File: src/rtl/pcie_tx_arb_pkg.sv
// Shared credit-class codes, arbiter state encoding and credit helpers
// for the PCIe VC0 transmit arbiter.
package pcie_tx_arb_pkg;

    localparam logic [1:0] CLS_P   = 2'd0;
    localparam logic [1:0] CLS_NP  = 2'd1;
    localparam logic [1:0] CLS_CPL = 2'd2;
    localparam logic [1:0] CLS_RSV = 2'd3;

    localparam int HDR_INF_BIT = 8;
    localparam int DAT_INF_BIT = 12;

    typedef enum logic [1:0] {
        IDLE = 2'd0,
        REQ  = 2'd1,
        XFER = 2'd2
    } arb_state_e;

    // A TLP fits when one header credit exists and the data credits cover its payload.
    function automatic logic credit_ok(input logic [8:0]  hdr,
                                       input logic [12:0] dat,
                                       input logic [8:0]  need);
        logic hdr_ok;
        logic dat_ok;
        hdr_ok = hdr[HDR_INF_BIT] || (hdr[7:0] != 8'd0);
        dat_ok = dat[DAT_INF_BIT] || (dat[11:0] >= {3'b000, need});
        return hdr_ok && dat_ok;
    endfunction

endpackage

File: src/rtl/pcie_tx_vc0_arbiter_if.sv
// Transmit-side signals between the VC0 arbiter (master) and the PCIe core (slave).
interface pcie_tx_vc0_arbiter_if;
    logic        tx_rdy_vc0;
    logic [8:0]  tx_ca_ph_vc0;
    logic [8:0]  tx_ca_nph_vc0;
    logic [8:0]  tx_ca_cplh_vc0;
    logic [12:0] tx_ca_pd_vc0;
    logic [12:0] tx_ca_npd_vc0;
    logic [12:0] tx_ca_cpld_vc0;
    logic        tx_ca_p_recheck_vc0;
    logic        tx_ca_cpl_recheck_vc0;
    logic        tx_req_vc0;
    logic        tx_st_vc0;
    logic        tx_end_vc0;
    logic        tx_nlfy_vc0;
    logic [15:0] tx_data_vc0;

    modport master (
        input  tx_rdy_vc0,
        input  tx_ca_ph_vc0, tx_ca_nph_vc0, tx_ca_cplh_vc0,
        input  tx_ca_pd_vc0, tx_ca_npd_vc0, tx_ca_cpld_vc0,
        input  tx_ca_p_recheck_vc0, tx_ca_cpl_recheck_vc0,
        output tx_req_vc0, tx_st_vc0, tx_end_vc0, tx_nlfy_vc0, tx_data_vc0
    );

    modport slave (
        output tx_rdy_vc0,
        output tx_ca_ph_vc0, tx_ca_nph_vc0, tx_ca_cplh_vc0,
        output tx_ca_pd_vc0, tx_ca_npd_vc0, tx_ca_cpld_vc0,
        output tx_ca_p_recheck_vc0, tx_ca_cpl_recheck_vc0,
        input  tx_req_vc0, tx_st_vc0, tx_end_vc0, tx_nlfy_vc0, tx_data_vc0
    );
endinterface

File: src/rtl/pcie_rr_pick.sv
// Round-robin picker: grants the first requester strictly after the pointer, wrapping.
module pcie_rr_pick #(
    parameter int NSRC = 3
) (
    input  logic [NSRC-1:0]         i_req,
    input  logic [$clog2(NSRC)-1:0] i_ptr,
    output logic [NSRC-1:0]         o_gnt,
    output logic [$clog2(NSRC)-1:0] o_idx,
    output logic                    o_vld
);
    localparam int PW = $clog2(NSRC);

    always_comb begin
        o_gnt = '0;
        o_idx = '0;
        o_vld = 1'b0;
        // Upper half above the pointer first, then wrap to the lowest index.
        for (int j = 0; j < NSRC; j++) begin
            if (!o_vld && i_req[j] && (j > int'(i_ptr))) begin
                o_vld    = 1'b1;
                o_gnt[j] = 1'b1;
                o_idx    = PW'(j);
            end
        end
        for (int j = 0; j < NSRC; j++) begin
            if (!o_vld && i_req[j]) begin
                o_vld    = 1'b1;
                o_gnt[j] = 1'b1;
                o_idx    = PW'(j);
            end
        end
    end
endmodule

File: src/rtl/pcie_tx_vc0_arbiter.sv
// Credit-gated round-robin arbiter sharing the core's VC0 TLP transmit port
// between NSRC requesters; runs tx_req/tx_rdy and muxes the granted beat stream.
module pcie_tx_vc0_arbiter
    import pcie_tx_arb_pkg::*;
#(
    parameter int NSRC    = 3,
    parameter int TIMEOUT = 1024
) (
    input  logic                 sys_clk_125,
    input  logic                 rst_n,
    input  logic                 dl_up,
    input  logic [NSRC-1:0]      src_req,
    input  logic [2*NSRC-1:0]    src_cls,
    input  logic [9*NSRC-1:0]    src_dcred,
    input  logic [16*NSRC-1:0]   src_data,
    input  logic [NSRC-1:0]      src_end,
    input  logic [NSRC-1:0]      src_nlfy,
    output logic [NSRC-1:0]      src_gnt,
    output logic [NSRC-1:0]      src_rd,
    output logic [NSRC-1:0]      src_abort,
    pcie_tx_vc0_arbiter_if.master tx,
    output logic                 arb_busy,
    output logic                 arb_timeout
);
    localparam int TOW = $clog2(TIMEOUT + 1);
    localparam int PW  = $clog2(NSRC);

    arb_state_e      r_state;
    logic [NSRC-1:0] r_gnt;
    logic [PW-1:0]   r_gidx;
    logic [PW-1:0]   r_ptr;
    logic [1:0]      r_cls;
    logic [TOW-1:0]  r_wd;
    logic            r_req;
    logic            r_first;
    logic [NSRC-1:0] r_abort;
    logic            r_timeout;

    logic [NSRC-1:0] w_elig;
    logic [NSRC-1:0] w_pick_gnt;
    logic [PW-1:0]   w_pick_idx;
    logic            w_pick_vld;
    logic            w_xfer;
    logic            w_end;
    logic            w_recheck;
    logic [TOW-1:0]  w_wd_inc;

    always_comb begin
        w_elig = '0;
        for (int i = 0; i < NSRC; i++) begin
            case (src_cls[2*i +: 2])
                CLS_P:   w_elig[i] = credit_ok(tx.tx_ca_ph_vc0, tx.tx_ca_pd_vc0, src_dcred[9*i +: 9]);
                CLS_NP:  w_elig[i] = credit_ok(tx.tx_ca_nph_vc0, tx.tx_ca_npd_vc0, src_dcred[9*i +: 9]);
                CLS_CPL: w_elig[i] = credit_ok(tx.tx_ca_cplh_vc0, tx.tx_ca_cpld_vc0, src_dcred[9*i +: 9]);
                default: w_elig[i] = 1'b0;
            endcase
            w_elig[i] = w_elig[i] & src_req[i] & dl_up;
        end
    end

    pcie_rr_pick #(.NSRC(NSRC)) u_pick (
        .i_req (w_elig),
        .i_ptr (r_ptr),
        .o_gnt (w_pick_gnt),
        .o_idx (w_pick_idx),
        .o_vld (w_pick_vld)
    );

    // The posted recheck also covers non-posted; completions have their own.
    assign w_recheck = (r_cls == CLS_CPL) ? tx.tx_ca_cpl_recheck_vc0 : tx.tx_ca_p_recheck_vc0;
    assign w_wd_inc  = r_wd + TOW'(1);
    assign w_xfer    = (r_state == XFER);
    assign w_end     = w_xfer & src_end[r_gidx];

    assign tx.tx_req_vc0  = r_req;
    assign tx.tx_st_vc0   = w_xfer & r_first;
    assign tx.tx_end_vc0  = w_end;
    assign tx.tx_nlfy_vc0 = w_end & src_nlfy[r_gidx];
    assign tx.tx_data_vc0 = w_xfer ? src_data[16*r_gidx +: 16] : 16'h0000;

    assign src_gnt     = r_gnt;
    assign src_rd      = w_xfer ? r_gnt : '0;
    assign src_abort   = r_abort;
    assign arb_timeout = r_timeout;
    assign arb_busy    = (r_state != IDLE);

    always_ff @(posedge sys_clk_125 or negedge rst_n) begin
        if (!rst_n) begin
            r_state   <= IDLE;
            r_gnt     <= '0;
            r_gidx    <= '0;
            r_ptr     <= PW'(NSRC - 1);
            r_cls     <= CLS_P;
            r_wd      <= '0;
            r_req     <= 1'b0;
            r_first   <= 1'b0;
            r_abort   <= '0;
            r_timeout <= 1'b0;
        end else begin
            r_abort   <= '0;
            r_timeout <= 1'b0;
            case (r_state)
                IDLE: begin
                    if (w_pick_vld) begin
                        r_state <= REQ;
                        r_gnt   <= w_pick_gnt;
                        r_gidx  <= w_pick_idx;
                        r_cls   <= src_cls[2*w_pick_idx +: 2];
                        r_req   <= 1'b1;
                        r_wd    <= '0;
                    end
                end
                REQ: begin
                    if (!dl_up) begin
                        r_state <= IDLE;
                        r_abort <= r_gnt;
                        r_gnt   <= '0;
                        r_req   <= 1'b0;
                        r_wd    <= '0;
                    end else if (tx.tx_rdy_vc0) begin
                        r_state <= XFER;
                        r_req   <= 1'b0;
                        r_first <= 1'b1;
                        r_wd    <= '0;
                    end else if (w_recheck) begin
                        // Credits are being re-evaluated: drop back and re-arbitrate without penalty.
                        r_state <= IDLE;
                        r_gnt   <= '0;
                        r_req   <= 1'b0;
                        r_wd    <= '0;
                    end else if (w_wd_inc == TOW'(TIMEOUT)) begin
                        r_state   <= IDLE;
                        r_abort   <= r_gnt;
                        r_timeout <= 1'b1;
                        r_gnt     <= '0;
                        r_req     <= 1'b0;
                        r_wd      <= '0;
                    end else begin
                        r_wd <= w_wd_inc;
                    end
                end
                XFER: begin
                    r_first <= 1'b0;
                    // An end beat completes even if the link drops on the same cycle.
                    if (src_end[r_gidx]) begin
                        r_state <= IDLE;
                        r_ptr   <= r_gidx;
                        r_gnt   <= '0;
                    end else if (!dl_up) begin
                        r_state <= IDLE;
                        r_abort <= r_gnt;
                        r_gnt   <= '0;
                    end
                end
                default: begin
                    r_state <= IDLE;
                    r_gnt   <= '0;
                    r_req   <= 1'b0;
                end
            endcase
        end
    end
endmodule

File: src/flat_wrapper.sv
// flat-port wrapper written by rule: the top's interface ports become plain ports
module pcie_tx_vc0_arbiter_flat import pcie_tx_arb_pkg::*;
#(
    parameter int NSRC    = 3,
    parameter int TIMEOUT = 1024
)
  (sys_clk_125, rst_n, dl_up, src_req, src_cls, src_dcred, src_data, src_end, src_nlfy, src_gnt, src_rd, src_abort, arb_busy, arb_timeout, tx_tx_rdy_vc0, tx_tx_ca_ph_vc0, tx_tx_ca_nph_vc0, tx_tx_ca_cplh_vc0, tx_tx_ca_pd_vc0, tx_tx_ca_npd_vc0, tx_tx_ca_cpld_vc0, tx_tx_ca_p_recheck_vc0, tx_tx_ca_cpl_recheck_vc0, tx_tx_req_vc0, tx_tx_st_vc0, tx_tx_end_vc0, tx_tx_nlfy_vc0, tx_tx_data_vc0);
  pcie_tx_vc0_arbiter_if tx_i ();
  input  logic sys_clk_125;
  input  logic rst_n;
  input  logic dl_up;
  input  logic [NSRC-1:0] src_req;
  input  logic [2*NSRC-1:0] src_cls;
  input  logic [9*NSRC-1:0] src_dcred;
  input  logic [16*NSRC-1:0] src_data;
  input  logic [NSRC-1:0] src_end;
  input  logic [NSRC-1:0] src_nlfy;
  output logic [NSRC-1:0] src_gnt;
  output logic [NSRC-1:0] src_rd;
  output logic [NSRC-1:0] src_abort;
  output logic arb_busy;
  output logic arb_timeout;
  input wire logic [$bits(tx_i.tx_rdy_vc0)-1:0] tx_tx_rdy_vc0;
  input wire logic [$bits(tx_i.tx_ca_ph_vc0)-1:0] tx_tx_ca_ph_vc0;
  input wire logic [$bits(tx_i.tx_ca_nph_vc0)-1:0] tx_tx_ca_nph_vc0;
  input wire logic [$bits(tx_i.tx_ca_cplh_vc0)-1:0] tx_tx_ca_cplh_vc0;
  input wire logic [$bits(tx_i.tx_ca_pd_vc0)-1:0] tx_tx_ca_pd_vc0;
  input wire logic [$bits(tx_i.tx_ca_npd_vc0)-1:0] tx_tx_ca_npd_vc0;
  input wire logic [$bits(tx_i.tx_ca_cpld_vc0)-1:0] tx_tx_ca_cpld_vc0;
  input wire logic [$bits(tx_i.tx_ca_p_recheck_vc0)-1:0] tx_tx_ca_p_recheck_vc0;
  input wire logic [$bits(tx_i.tx_ca_cpl_recheck_vc0)-1:0] tx_tx_ca_cpl_recheck_vc0;
  output wire logic [$bits(tx_i.tx_req_vc0)-1:0] tx_tx_req_vc0;
  output wire logic [$bits(tx_i.tx_st_vc0)-1:0] tx_tx_st_vc0;
  output wire logic [$bits(tx_i.tx_end_vc0)-1:0] tx_tx_end_vc0;
  output wire logic [$bits(tx_i.tx_nlfy_vc0)-1:0] tx_tx_nlfy_vc0;
  output wire logic [$bits(tx_i.tx_data_vc0)-1:0] tx_tx_data_vc0;
  assign tx_i.tx_rdy_vc0 = tx_tx_rdy_vc0;
  assign tx_i.tx_ca_ph_vc0 = tx_tx_ca_ph_vc0;
  assign tx_i.tx_ca_nph_vc0 = tx_tx_ca_nph_vc0;
  assign tx_i.tx_ca_cplh_vc0 = tx_tx_ca_cplh_vc0;
  assign tx_i.tx_ca_pd_vc0 = tx_tx_ca_pd_vc0;
  assign tx_i.tx_ca_npd_vc0 = tx_tx_ca_npd_vc0;
  assign tx_i.tx_ca_cpld_vc0 = tx_tx_ca_cpld_vc0;
  assign tx_i.tx_ca_p_recheck_vc0 = tx_tx_ca_p_recheck_vc0;
  assign tx_i.tx_ca_cpl_recheck_vc0 = tx_tx_ca_cpl_recheck_vc0;
  assign tx_tx_req_vc0 = tx_i.tx_req_vc0;
  assign tx_tx_st_vc0 = tx_i.tx_st_vc0;
  assign tx_tx_end_vc0 = tx_i.tx_end_vc0;
  assign tx_tx_nlfy_vc0 = tx_i.tx_nlfy_vc0;
  assign tx_tx_data_vc0 = tx_i.tx_data_vc0;
  pcie_tx_vc0_arbiter #(.NSRC(NSRC), .TIMEOUT(TIMEOUT)) u_core (.sys_clk_125(sys_clk_125), .rst_n(rst_n), .dl_up(dl_up), .src_req(src_req), .src_cls(src_cls), .src_dcred(src_dcred), .src_data(src_data), .src_end(src_end), .src_nlfy(src_nlfy), .src_gnt(src_gnt), .src_rd(src_rd), .src_abort(src_abort), .tx(tx_i), .arb_busy(arb_busy), .arb_timeout(arb_timeout));
endmodule
File: config.mk
export PLATFORM = sky130hd
export DESIGN_NAME = pcie_tx_vc0_arbiter_flat
export DESIGN_NICKNAME = d
export VERILOG_FILES = /design/src/rtl/pcie_tx_arb_pkg.sv /design/src/rtl/pcie_tx_vc0_arbiter_if.sv /design/src/rtl/pcie_rr_pick.sv /design/src/rtl/pcie_tx_vc0_arbiter.sv /design/src/flat_wrapper.sv
export SDC_FILE = /design/constraint.sdc
export NUM_CORES = 1
export LEC_CHECK = 0
export CORE_MARGIN = 1.5
export CORE_UTILIZATION = 28
export DETAILED_ROUTE_END_ITERATION = 8
export SLEW_MARGIN = 20
export SYNTH_ARGS = -nofsm -noshare
export SYNTH_HDL_FRONTEND = slang
export SYNTH_SLANG_ARGS = --single-unit
File: constraint.sdc
create_clock -name sys_clk_125 -period 4.32 [get_ports sys_clk_125]
set_input_delay 0.864 -clock sys_clk_125 [delete_from_list [all_inputs] [get_ports sys_clk_125]]
set_output_delay 0.864 -clock sys_clk_125 [all_outputs]
set_load 0.01 [all_outputs]
==> results of run 1 <==
[cells in the final DEF (no fill, tap or decap), types with 10 or more instances in the layout]
master,Yosys,routed
clkdlybuf4s50_1,0,192
ha_1,85,85
nor2_1,60,60
inv_1,44,44
nand2_1,29,29
a21oi_1,29,29
o21ai_0,29,29
dfrtp_1,27,27
mux2i_1,25,25
nand3_1,18,18
nor3_1,12,12
a211oi_1,10,10
[worst min-delay path by stage]
stage,from,end,slack (ns),cells after the start
after floorplan,u_core.r_cls[1],u_core.r_cls[1],0.45,2
after global placement,u_core.r_cls[1],u_core.r_cls[1],0.47,2
after detailed placement,u_core.r_cls[1],u_core.r_cls[1],0.47,2
after CTS,u_core.r_cls[1],u_core.r_cls[1],0.49,2
after global routing,u_core.r_cls[0],u_core.r_cls[0],0.52,2
final,u_core.r_cls[1],u_core.r_cls[1],0.49,2
[registers in the layout (all words and copies together) (netlist names)]
register,cells
u_core.r_gidx,2
u_core.src_gnt,3
u_core.arb_timeout,1
u_core.r_first,1
u_core.r_wd,11
u_core.r_ptr,2
u_core.tx.tx_req_vc0,1
u_core.src_abort,3
u_core.r_state,2
u_core.r_cls,2
[kinds of logic after synthesis]
family	count (synthesis)	synth area share (%)
simple gates	182	22.8
compound gates	127	21.4
mux	28	7.09
buf+inv	55	5.27
fa+ha+maj	85	26.2
flops	28	17.3
[critical path, delay by kind of cell]
family                     cells  cell delay, ns
muxes                          1            0.32
adders and majority gates      1            0.29
and+or+nand+nor                3            1.22
buffers and inverters          2            0.56
AOI/OAI and AO/OA              4            0.74
[area by class of cell]
type	count	area, µm²	area share, %
clock buffer	3	75.1	1.19
clock inverter	1	30.0	0.476
inverter	44	165	2.62
multi-input combinational	422	3140	49.8
sequential	28	702	11.1
tap	180	225	3.57
timing repair buffer	198	1970	31.2
[through the flow]
step           setup WS (ns)  cells  hold WS (ns)  utilization, %  cell area (µm²)
2_1_floorplan          0.869    505         0.448               -             4060
3_3_place_gp           0.260    872         0.470            44.2             6200
4_1_cts                0.496    876         0.487            44.9             6310
6_report               0.471    876         0.486            44.9             6310
3_5_place_dp           0.217    872         0.471            44.2             6200
5_1_grt                0.245    876         0.516            44.9             6310
[where the power goes]
group	internal (mW)	switching [mW]	total, mW
clock	0.185	0.0935	0.278
combinational	0.494	0.514	1.01
sequential	0.318	0.0554	0.373
[Yosys cell counts, types with 2 or more instances]
| library cell | number |
|---|---|
| ha_1 | 85 |
| nor2_1 | 60 |
| inv_1 | 44 |
| a21oi_1 | 29 |
| nand2_1 | 29 |
| o21ai_0 | 29 |
| dfrtp_1 | 27 |
| mux2i_1 | 25 |
| nand3_1 | 18 |
| nor3_1 | 12 |
| a211oi_1 | 10 |
| clkbuf_1 | 9 |
| a31oi_1 | 8 |
| nand2b_1 | 7 |
| nor4_1 | 7 |
| and2_1 | 6 |
| and3_1 | 6 |
| nand4_1 | 6 |
| a21o_1 | 5 |
| or3_1 | 5 |
| or4_1 | 5 |
| nor2b_1 | 4 |
| nor3b_1 | 4 |
| o2111ai_1 | 4 |
| o22ai_1 | 4 |
| o2bb2ai_1 | 4 |
| o311ai_0 | 4 |
| a2111oi_0 | 3 |
| and4_1 | 3 |
| o211ai_1 | 3 |
| o21a_1 | 3 |
| a211o_1 | 2 |
| a221o_1 | 2 |
| mux2_2 | 2 |
| nand3b_1 | 2 |
| o221ai_1 | 2 |
| o31ai_1 | 2 |
| or2_2 | 2 |
[routing by layer]
metal,share of wire (%),routed length [µm],up-vias
met3,6.3,905,20
met1,44,6390,2101
met2,47,6810,160
met4,1.9,279,0
met5,0,0,-
li1,-,-,2283
==> out/metrics.csv, run 1 <==
stage;metric;value;unit
synth;count of cell types in the netlist;61;
global_route;met1 usage;25.0;%
final_layout;Antenna Cells;0;
clock_tree;clock transition at the registers of the reported paths;0.07;ns
clock_tree;Clock Path Buffers;2;
clock_tree;CTS Buf Count;3;
setup_path;slowest CP cell;or3_1;
die;# rows;43;
timing;final setup fails;0;
clock_tree;CTS Hold Bufs;0;
timing;Slew Limit Headroom;52.8;%
power;total chip power;1.66;mW
detailed_routing;Avg WL per Cell;16.4;µm
run;Max Cap Violations;0;
setup_path;flop2flop setup slack;1.69;ns
global_route;total track usage;18.5;%
setup_path;R2R Path Start;u_core.r_wd[0];
global_route;GR peak layer;met2;
clock_tree;CTS tree;done;
setup_path;r2r worst-path depth;8;
setup_path;Worst Setup EP;u_core.src_gnt[0];
detailed_routing;vias per inst;5.21;
clock_tree;H-tree depth;1;
detailed_routing;initial drt markers;316;
status;run status;completed;
detailed_routing;routed vias;4564;
final_layout;layout cells sized above 1;3.59;%
detailed_routing;Pre-antenna DRT Iters;4;
setup_path;CP arrival;4.00;ns
synth;Post-Syn Area;0.00406;mm²
synth;cell accounting for the most synthesized area;ha_1;
timing;Period Utilization, post-route;89.1;%
setup_path;crit path launch type;input pin;
final_layout;synth-to-layout area growth;55.4;%
timing;Fin Setup TNS;0;ns
timing;Worst-Margin Slew;0.707;ns
synth;post-synth top area share;26.2;%
detailed_routing;final wirelength;14400;µm
die;Die Y-Extent;123;µm
global_route;remaining global-route overflow;0;
placement;post-DP HPWL;12600;µm
setup_path;Critical Path RT;4.47;ns
setup_path;crit-path max cell delay;0.53;ns
global_route;number of antenna violations at the first check in global routing;0;
synth;sequential share of the synthesized area;17.3;%
final_layout;Nets;944;
setup_path;Setup crit end kind;register;
timing;min Tclk post-route;3.85;ns
final_layout;Fillers;1359;
clock_tree;Root Buffer;clkbuf_16;
detailed_routing;DRC;0;
power;pwr dens;263;mW/mm²
die;die area;0.0152;mm²
die;core area;0.0140;mm²
timing;max-slew violations;0;
placement;IO buf count;192;
clock_tree;post-cts resize count;0;
die;I/O pin count;193;
synth;synthesized net count;752;
placement;Final Wtd Congestion;0.966;
setup_path;worst flop-to-flop path endpoint;u_core.r_state[1];
synth;syn avg cell area;8.04;µm²
detailed_routing;Routed Antenna Nets;0;
timing;final hold violations;0;
synth;Mapped Cells;505;
die;Starting Density;28.9;%
timing;RSZ-0062 raised after global routing;no;
setup_path;critical-path maximum fanout;8;
timing;f_max;0.260;GHz
global_route;via count of the first global-routing pass;4584;
synth;asr flop ratio synth;100;%
synth;Post-synth EDFFs;0;
global_route;met2 Usage GRT;31.5;%
setup_path;critical path type;input pin to register;
clock_tree;Num Clock Sinks;28;
global_route;largest net degree at the start of global routing;29;
global_route;first-pass GRT wire length;22100;µm
setup_path;CP Cell Sequence;clkdlybuf4s50_1, inv_1, ha_1, and4_1, a2111oi_2, o21a_1, a211oi_1, or3_1, or3_4, o211ai_4, mux2_4;
clock_tree;setup repair bufs after CTS;0;
synth;Synth area leaders;ha_1 26%, dfrtp_1 17%, mux2i_1 6.2%;
power;Peak VDD IR;177;µV
power;Pleak;2.74;nW
setup_path;Crit. Startpoint;src_dcred[5];
synth;Synth Warn #;0;
synth;ys flop type;dfrtp_1;
clock_tree;Clock Latency Late Sink;0.26;ns
synth;#FFs+latches synth;28;
die;die span in x;123;µm
timing;clk_skew;0.00367;ns
global_route;GR Util met3;2.12;%
hold_path;HP Class;register to register;
Note: power is estimated with default switching activity, not from simulation.
==> run 2: changes to the inputs <==
--- a/config.mk
+++ b/config.mk
@@ -5,9 +5,10 @@
 export SDC_FILE = /design/constraint.sdc
 export NUM_CORES = 1
 export LEC_CHECK = 0
-export CORE_MARGIN = 1.5
+export CORE_MARGIN = 2
 export CORE_UTILIZATION = 28
 export DETAILED_ROUTE_END_ITERATION = 8
+export SETUP_SLACK_MARGIN = 0.3
 export SLEW_MARGIN = 20
 export SYNTH_ARGS = -nofsm -noshare
 export SYNTH_HDL_FRONTEND = slang
==> out/metrics.csv, run 2 (same netlist as run 1, synthesis figures left out) <==
stage;metric;value;unit;change
final_layout;synth-to-layout area growth;55.9;%;
placement;Final Wtd Congestion;0.987;;+2.2%
clock_tree;Num Clock Sinks;28;;unchanged
detailed_routing;vias per inst;5.22;;+0.28%
run;Max Cap Violations;0;;unchanged
timing;min Tclk post-route;3.77;ns;-0.0796 ns
timing;f_max;0.265;GHz;+2.1%
clock_tree;Root Buffer;clkbuf_16;;
detailed_routing;initial drt markers;143;;-55%
setup_path;flop2flop setup slack;1.73;ns;+0.04 ns
placement;Placed Cells;877;;+0.57%
global_route;via count of the first global-routing pass;4837;;+5.5%
global_route;first-pass GRT wire length;23500;µm;+6.1%
detailed_routing;routed vias;4603;;+0.85%
final_layout;Biggest register;u_core.r_wd;;
final_layout;Fillers;1415;;+4.1%
status;run status;completed;;
timing;final setup fails;0;;unchanged
final_layout;layout cells sized above 1;3.87;%;+0.28 points
clock_tree;CTS Hold Bufs;0;;unchanged
timing;Period Utilization, post-route;87.3;%;-1.8 points
power;Peak VDD IR;174;µV;-1.7%
final_layout;Nets;945;;+0.11%
die;# rows;44;;+2.3%
detailed_routing;DRC;0;;unchanged
timing;RSZ-0062 raised after global routing;no;;
power;pwr dens;264;mW/mm²;+0.44%
final_layout;filler-free cell count of the finished design;881;;+0.57%
global_route;total track usage;18.4;%;-0.11 points
setup_path;critical path type;input pin to register;;
final_layout;Antenna Cells;0;;unchanged
detailed_routing;Pre-antenna DRT Iters;4;;unchanged
clock_tree;clock transition at the registers of the reported paths;0.07;ns;about the same
detailed_routing;Routed Antenna Nets;0;;unchanged
clock_tree;Clock Path Buffers;2;;unchanged
timing;Worst-Margin Slew;0.676;ns;-0.0303 ns
global_route;largest net degree at the start of global routing;29;;unchanged
timing;Slew Limit Headroom;54.9;%;+2.0 points
setup_path;Crit. Startpoint;src_dcred[5];;
power;Pleak;2.74;nW;+0.26%
placement;post-DP HPWL;12600;µm;about the same
hold_path;HP Class;register to register;;
setup_path;Setup crit end kind;register;;
die;Starting Density;28.2;%;-0.66 points
final_layout;commonest non-fill, non-tap cell in the layout;clkdlybuf4s50_1;;
die;die area;0.0155;mm²;+1.6%
detailed_routing;final wirelength;14400;µm;+0.31%
placement;IO buf count;192;;unchanged
setup_path;crit path launch type;input pin;;
timing;max-slew violations;0;;unchanged
timing;clk_skew;0.00219;ns;-0.00148 ns
global_route;remaining global-route overflow;0;;unchanged
die;core area;0.0144;mm²;+2.3%
clock_tree;CTS tree;done;;
setup_path;Critical Path RT;4.46;ns;about the same
clock_tree;H-tree depth;1;;unchanged
timing;Fin Setup TNS;0;ns;unchanged
final_layout;Final Core Density;44.1;%;-0.86 points
die;Die Y-Extent;124;µm;+0.81%
clock_tree;CTS Buf Count;3;;unchanged
setup_path;R2R Path Start;u_core.r_wd[0];;
die;die span in x;124;µm;+0.81%
detailed_routing;Avg WL per Cell;16.4;µm;-0.26%
die;I/O pin count;193;;unchanged
final_layout;most frequent cells in the layout;192 x clkdlybuf4s50_1, 85 x ha_1, 60 x nor2_1;;
timing;final hold violations;0;;unchanged
setup_path;critical-path maximum fanout;11;;+3
clock_tree;Clock Latency Late Sink;0.26;ns;about the same
setup_path;CP arrival;3.91;ns;-0.09 ns
hold_path;Hold Crit Start;u_core.r_cls[1];;
final_layout;max reg flops;11;;unchanged
global_route;number of antenna violations at the first check in global routing;0;;unchanged
## run 2: final timing paths
path	end	cells after the start
hold / removal	u_core.r_cls[1]	2
max in group asynchronous	u_core.r_ptr[1]	2
setup / recovery	u_core.r_wd[0]	12
min in group asynchronous	u_core.r_wd[5]	2
hold reg to reg	u_core.r_cls[1]	2
setup reg to reg	u_core.r_state[1]	8
## run 2: critical path: stages
cell and delay (ns):
clkdlybuf4s50_1 0.45, inv_1 0.08, ha_1 0.30, and4_1 0.24
a2111oi_2 0.35, o21a_1 0.17, a211oi_1 0.09, or3_1 0.42
buf_4 0.18, o31a_2 0.44, nand2_1 0.20, o21ai_0 0.11
## run 2: cell type report
cell class | count | area (µm²) | area share, %
clock inverters | 1 | 30.0 | 0.474
well taps | 184 | 230 | 3.64
clock buffers | 3 | 75.1 | 1.19
repair buffers | 199 | 1970 | 31.2
flip-flops and latches | 28 | 702 | 11.1
multi-input cells | 422 | 3150 | 49.8
inverters | 44 | 165 | 2.61
## run 2: stage by stage
step	instance area (µm²)	hold WS (ns)	setup slack, ns	power, mW
finish	6330	0.496	0.550	1.67
detailed placement	6210	0.477	0.220	1.39
global placement	6210	0.466	0.287	1.36
CTS	6320	0.499	0.459	1.67
global route	6330	0.527	0.379	1.81
floorplan	4060	0.448	0.869	0.963
## run 2: per-layer routing
| metal | global-route usage [%] | up-vias | share of wire [%] |
|---|---|---|---|
| met2 | 33.6 | 145 | 49 |
| met1 | 22.3 | 2136 | 43 |
| met3 | 1.29 | 32 | 4.1 |
| li1 | - | 2290 | - |
| met4 | 7.27 | 0 | 3.9 |
| met5 | 0 | - | 0 |
## run 2: what timing repair did
item | 4_1_cts | 5_1_grt
buffers inserted | 0 | 0
resized for setup | 0 | 3
endpoints found under the setup margin | 0 | 10
## run 2: power by group
group | switching, mW | total [mW] | internal, mW
registers | 0.0413 | 0.360 | 0.319
logic | 0.537 | 1.04 | 0.502
clock network | 0.0904 | 0.275 | 0.185
==> run 3: changes to the inputs <==
--- a/config.mk
+++ b/config.mk
@@ -5,9 +5,10 @@
 export SDC_FILE = /design/constraint.sdc
 export NUM_CORES = 1
 export LEC_CHECK = 0
-export CORE_MARGIN = 2
+export CORE_MARGIN = 5
 export CORE_UTILIZATION = 28
 export DETAILED_ROUTE_END_ITERATION = 8
+export GPL_TIMING_DRIVEN = 0
 export SETUP_SLACK_MARGIN = 0.3
 export SLEW_MARGIN = 20
 export SYNTH_ARGS = -nofsm -noshare
==> out/metrics.csv, run 3 (same netlist as run 1, synthesis figures left out) <==
stage;metric;value;unit;change
placement;IO buf count;191;;-0.52%
die;die area;0.0170;mm²;+9.9%
global_route;first-pass GRT wire length;22900;µm;-2.2%
timing;final setup fails;0;;unchanged
timing;Period Utilization, post-route;89.0;%;+1.8 points
clock_tree;Root Buffer;clkbuf_16;;
final_layout;most frequent cells in the layout;190 x clkdlybuf4s50_1, 85 x ha_1, 60 x nor2_1;;
placement;Final Wtd Congestion;0.926;;-6.2%
final_layout;commonest non-fill, non-tap cell in the layout;clkdlybuf4s50_1;;
global_route;met1 usage;21.0;%;-1.3 points
power;pwr dens;265;mW/mm²;about the same
setup_path;slowest CP cell;clkdlybuf4s50_1;;
hold_path;Hold Path Sink;u_core.r_cls[1];;
setup_path;critical path type;input pin to register;;
setup_path;Critical Path RT;4.47;ns;about the same
timing;min Tclk post-route;3.85;ns;+0.0769 ns
power;Pleak;2.73;nW;-0.46%
global_route;via count of the first global-routing pass;4584;;-5.2%
power;Peak VDD IR;131;µV;-25%
final_layout;area occupied by multi-input gates;0.00316;mm²;+0.36%
timing;clk_skew;0.00221;ns;+0.0000183 ns
placement;post-DP HPWL;13400;µm;+5.8%
timing;final hold violations;0;;unchanged
placement;Setup Slack @ Placement;-0.00444;ns;-0.224 ns
status;run status;completed;;
detailed_routing;DRC;0;;unchanged
global_route;GR peak layer;met2;;
detailed_routing;initial drt markers;225;;+57%
timing;Slew Limit Headroom;48.9;%;-6.0 points
clock_tree;clock transition at the registers of the reported paths;0.07;ns;about the same
global_route;largest net degree at the start of global routing;29;;unchanged
hold_path;Hold Crit Start;u_core.r_cls[1];;
global_route;remaining global-route overflow;0;;unchanged
clock_tree;Num Clock Sinks;28;;unchanged
clock_tree;Clock Latency Late Sink;0.26;ns;about the same
placement;Placed Cells;880;;+0.34%
die;core area;0.0144;mm²;unchanged
setup_path;crit path launch type;input pin;;
timing;Fin Setup TNS;0;ns;unchanged
setup_path;r2r worst-path depth;8;;unchanged
global_route;met2 Usage GRT;30.0;%;-3.6 points
detailed_routing;routed vias;4574;;-0.63%
die;I/O pin count;193;;unchanged
setup_path;CP arrival;4.00;ns;+0.09 ns
final_layout;Sequential Area;702;µm²;unchanged
final_layout;max reg flops;11;;unchanged
final_layout;Biggest register;u_core.r_wd;;
die;Starting Density;28.2;%;unchanged
run;Max Cap Violations;0;;unchanged
clock_tree;H-tree depth;1;;unchanged
timing;RSZ-0062 raised after global routing;no;;
setup_path;critical-path maximum fanout;8;;-3
final_layout;synth-to-layout area growth;55.8;%;about the same
setup_path;CP Cell Sequence;clkdlybuf4s50_1, inv_1, ha_1, and4_1, a2111oi_2, o21a_1, a211oi_1, or3_1, buf_6, or3_4, o211ai_4, mux2_4;;
final_layout;Nets;948;;+0.32%
global_route;number of antenna violations at the first check in global routing;0;;unchanged
setup_path;crit-path max cell delay;0.45;ns;about the same
detailed_routing;final wirelength;15200;µm;+5.0%
die;die span in x;130;µm;+4.8%
final_layout;Antenna Cells;0;;unchanged
clock_tree;Clock Path Buffers;2;;unchanged
detailed_routing;Routed Antenna Nets;0;;unchanged
detailed_routing;Avg WL per Cell;17.1;µm;+4.7%
final_layout;Fillers;1437;;+1.6%
setup_path;flop2flop setup slack;1.69;ns;-0.04 ns
global_route;total track usage;16.8;%;-1.6 points
timing;Worst-Margin Slew;0.767;ns;+0.0905 ns
final_layout;filler-free cell count of the finished design;884;;+0.34%
clock_tree;CTS Buf Count;3;;unchanged
die;# rows;44;;unchanged
die;Die Y-Extent;130;µm;+4.8%
setup_path;R2R Path Start;u_core.r_wd[0];;
global_route;GR Util met3;2.07;%;+0.78 points
setup_path;Setup crit end kind;register;;
detailed_routing;Pre-antenna DRT Iters;5;;+1
power;total chip power;1.67;mW;unchanged
final_layout;layout cells sized above 1;3.43;%;-0.45 points
timing;max-slew violations;0;;unchanged
hold_path;cell depth of the worst hold path;2;;unchanged
detailed_routing;vias per inst;5.17;;-0.97%
timing;f_max;0.260;GHz;-2.0%
hold_path;HP Class;register to register;;
setup_path;worst flop-to-flop path endpoint;u_core.tx.tx_req_vc0;;
timing;PnR worst setup slack;0.473;ns;-0.0769 ns
clock_tree;CTS tree;done;;
==> run 3: worst max path at each step <==
stage                       start                end  slack [ns]  cells after the start
2_1_floorplan  tx_tx_ca_pd_vc0[0]  u_core.src_gnt[0]        0.87                     10
3_3_place_gp   tx_tx_ca_pd_vc0[0]  u_core.src_gnt[0]       0.003                     11
3_5_place_dp   tx_tx_ca_pd_vc0[0]  u_core.src_gnt[0]      -0.004                     11
4_1_cts        tx_tx_ca_pd_vc0[0]  u_core.src_gnt[0]        0.44                     11
5_1_grt              src_dcred[5]  u_core.src_gnt[0]        0.33                     12
6_report             src_dcred[5]  u_core.src_gnt[0]        0.47                     12
==> run 3: cell type report <==
cell class / count / share of cell area, %
Multi-Input combinational cell: 422 / 50.0
Timing Repair Buffer: 191 / 30.2
Sequential cell: 28 / 11.1
Tap cell: 184 / 3.64
Inverter: 44 / 2.61
Clock buffer: 3 / 1.19
Buffer: 11 / 0.791
Clock inverter: 1 / 0.475
==> run 3: metal layers <==
| layer | vias to the layer above | part of all wire [%] |
|---|---|---|
| met5 | - | 0 |
| met4 | 0 | 2.4 |
| met3 | 23 | 5.2 |
| met2 | 161 | 51 |
| met1 | 2100 | 42 |
| li1 | 2290 | - |
==> run 3: metrics by stage <==
stage / area (µm²) / utilization [%] / hold WS, ns
2_1_floorplan: 4060 / - / 0.448
3_3_place_gp: 6200 / 43.2 / 0.474
3_5_place_dp: 6200 / 43.1 / 0.466
4_1_cts: 6300 / 43.9 / 0.488
5_1_grt: 6320 / 44.0 / 0.518
6_report: 6320 / 44.0 / 0.491
==> run 3: worst max-delay path, delay by kind of cell <==
kind / cells / cell delay (ns)
buf+inv: 3 / 0.68
mux: 1 / 0.32
simple gates: 3 / 1.07
fa+ha+maj: 1 / 0.29
compound gates: 4 / 0.77
==> run 3: power breakdown <==
part / leakage [nW] / total (mW) / internal, mW / switching [mW]
clock: 0.0511 / 0.277 / 0.185 / 0.0924
sequential: 0.371 / 0.354 / 0.318 / 0.0359
combinational: 2.31 / 1.04 / 0.498 / 0.543
==> run 3: what timing repair did <==
action | 4_1_cts | 5_1_grt
setup buffers | 0 | 0
hold buffers | 0 | 0
resized for setup | 1 | 5
endpoints found under the setup margin | 1 | 10
hold endpoints to repair | 0 | 0
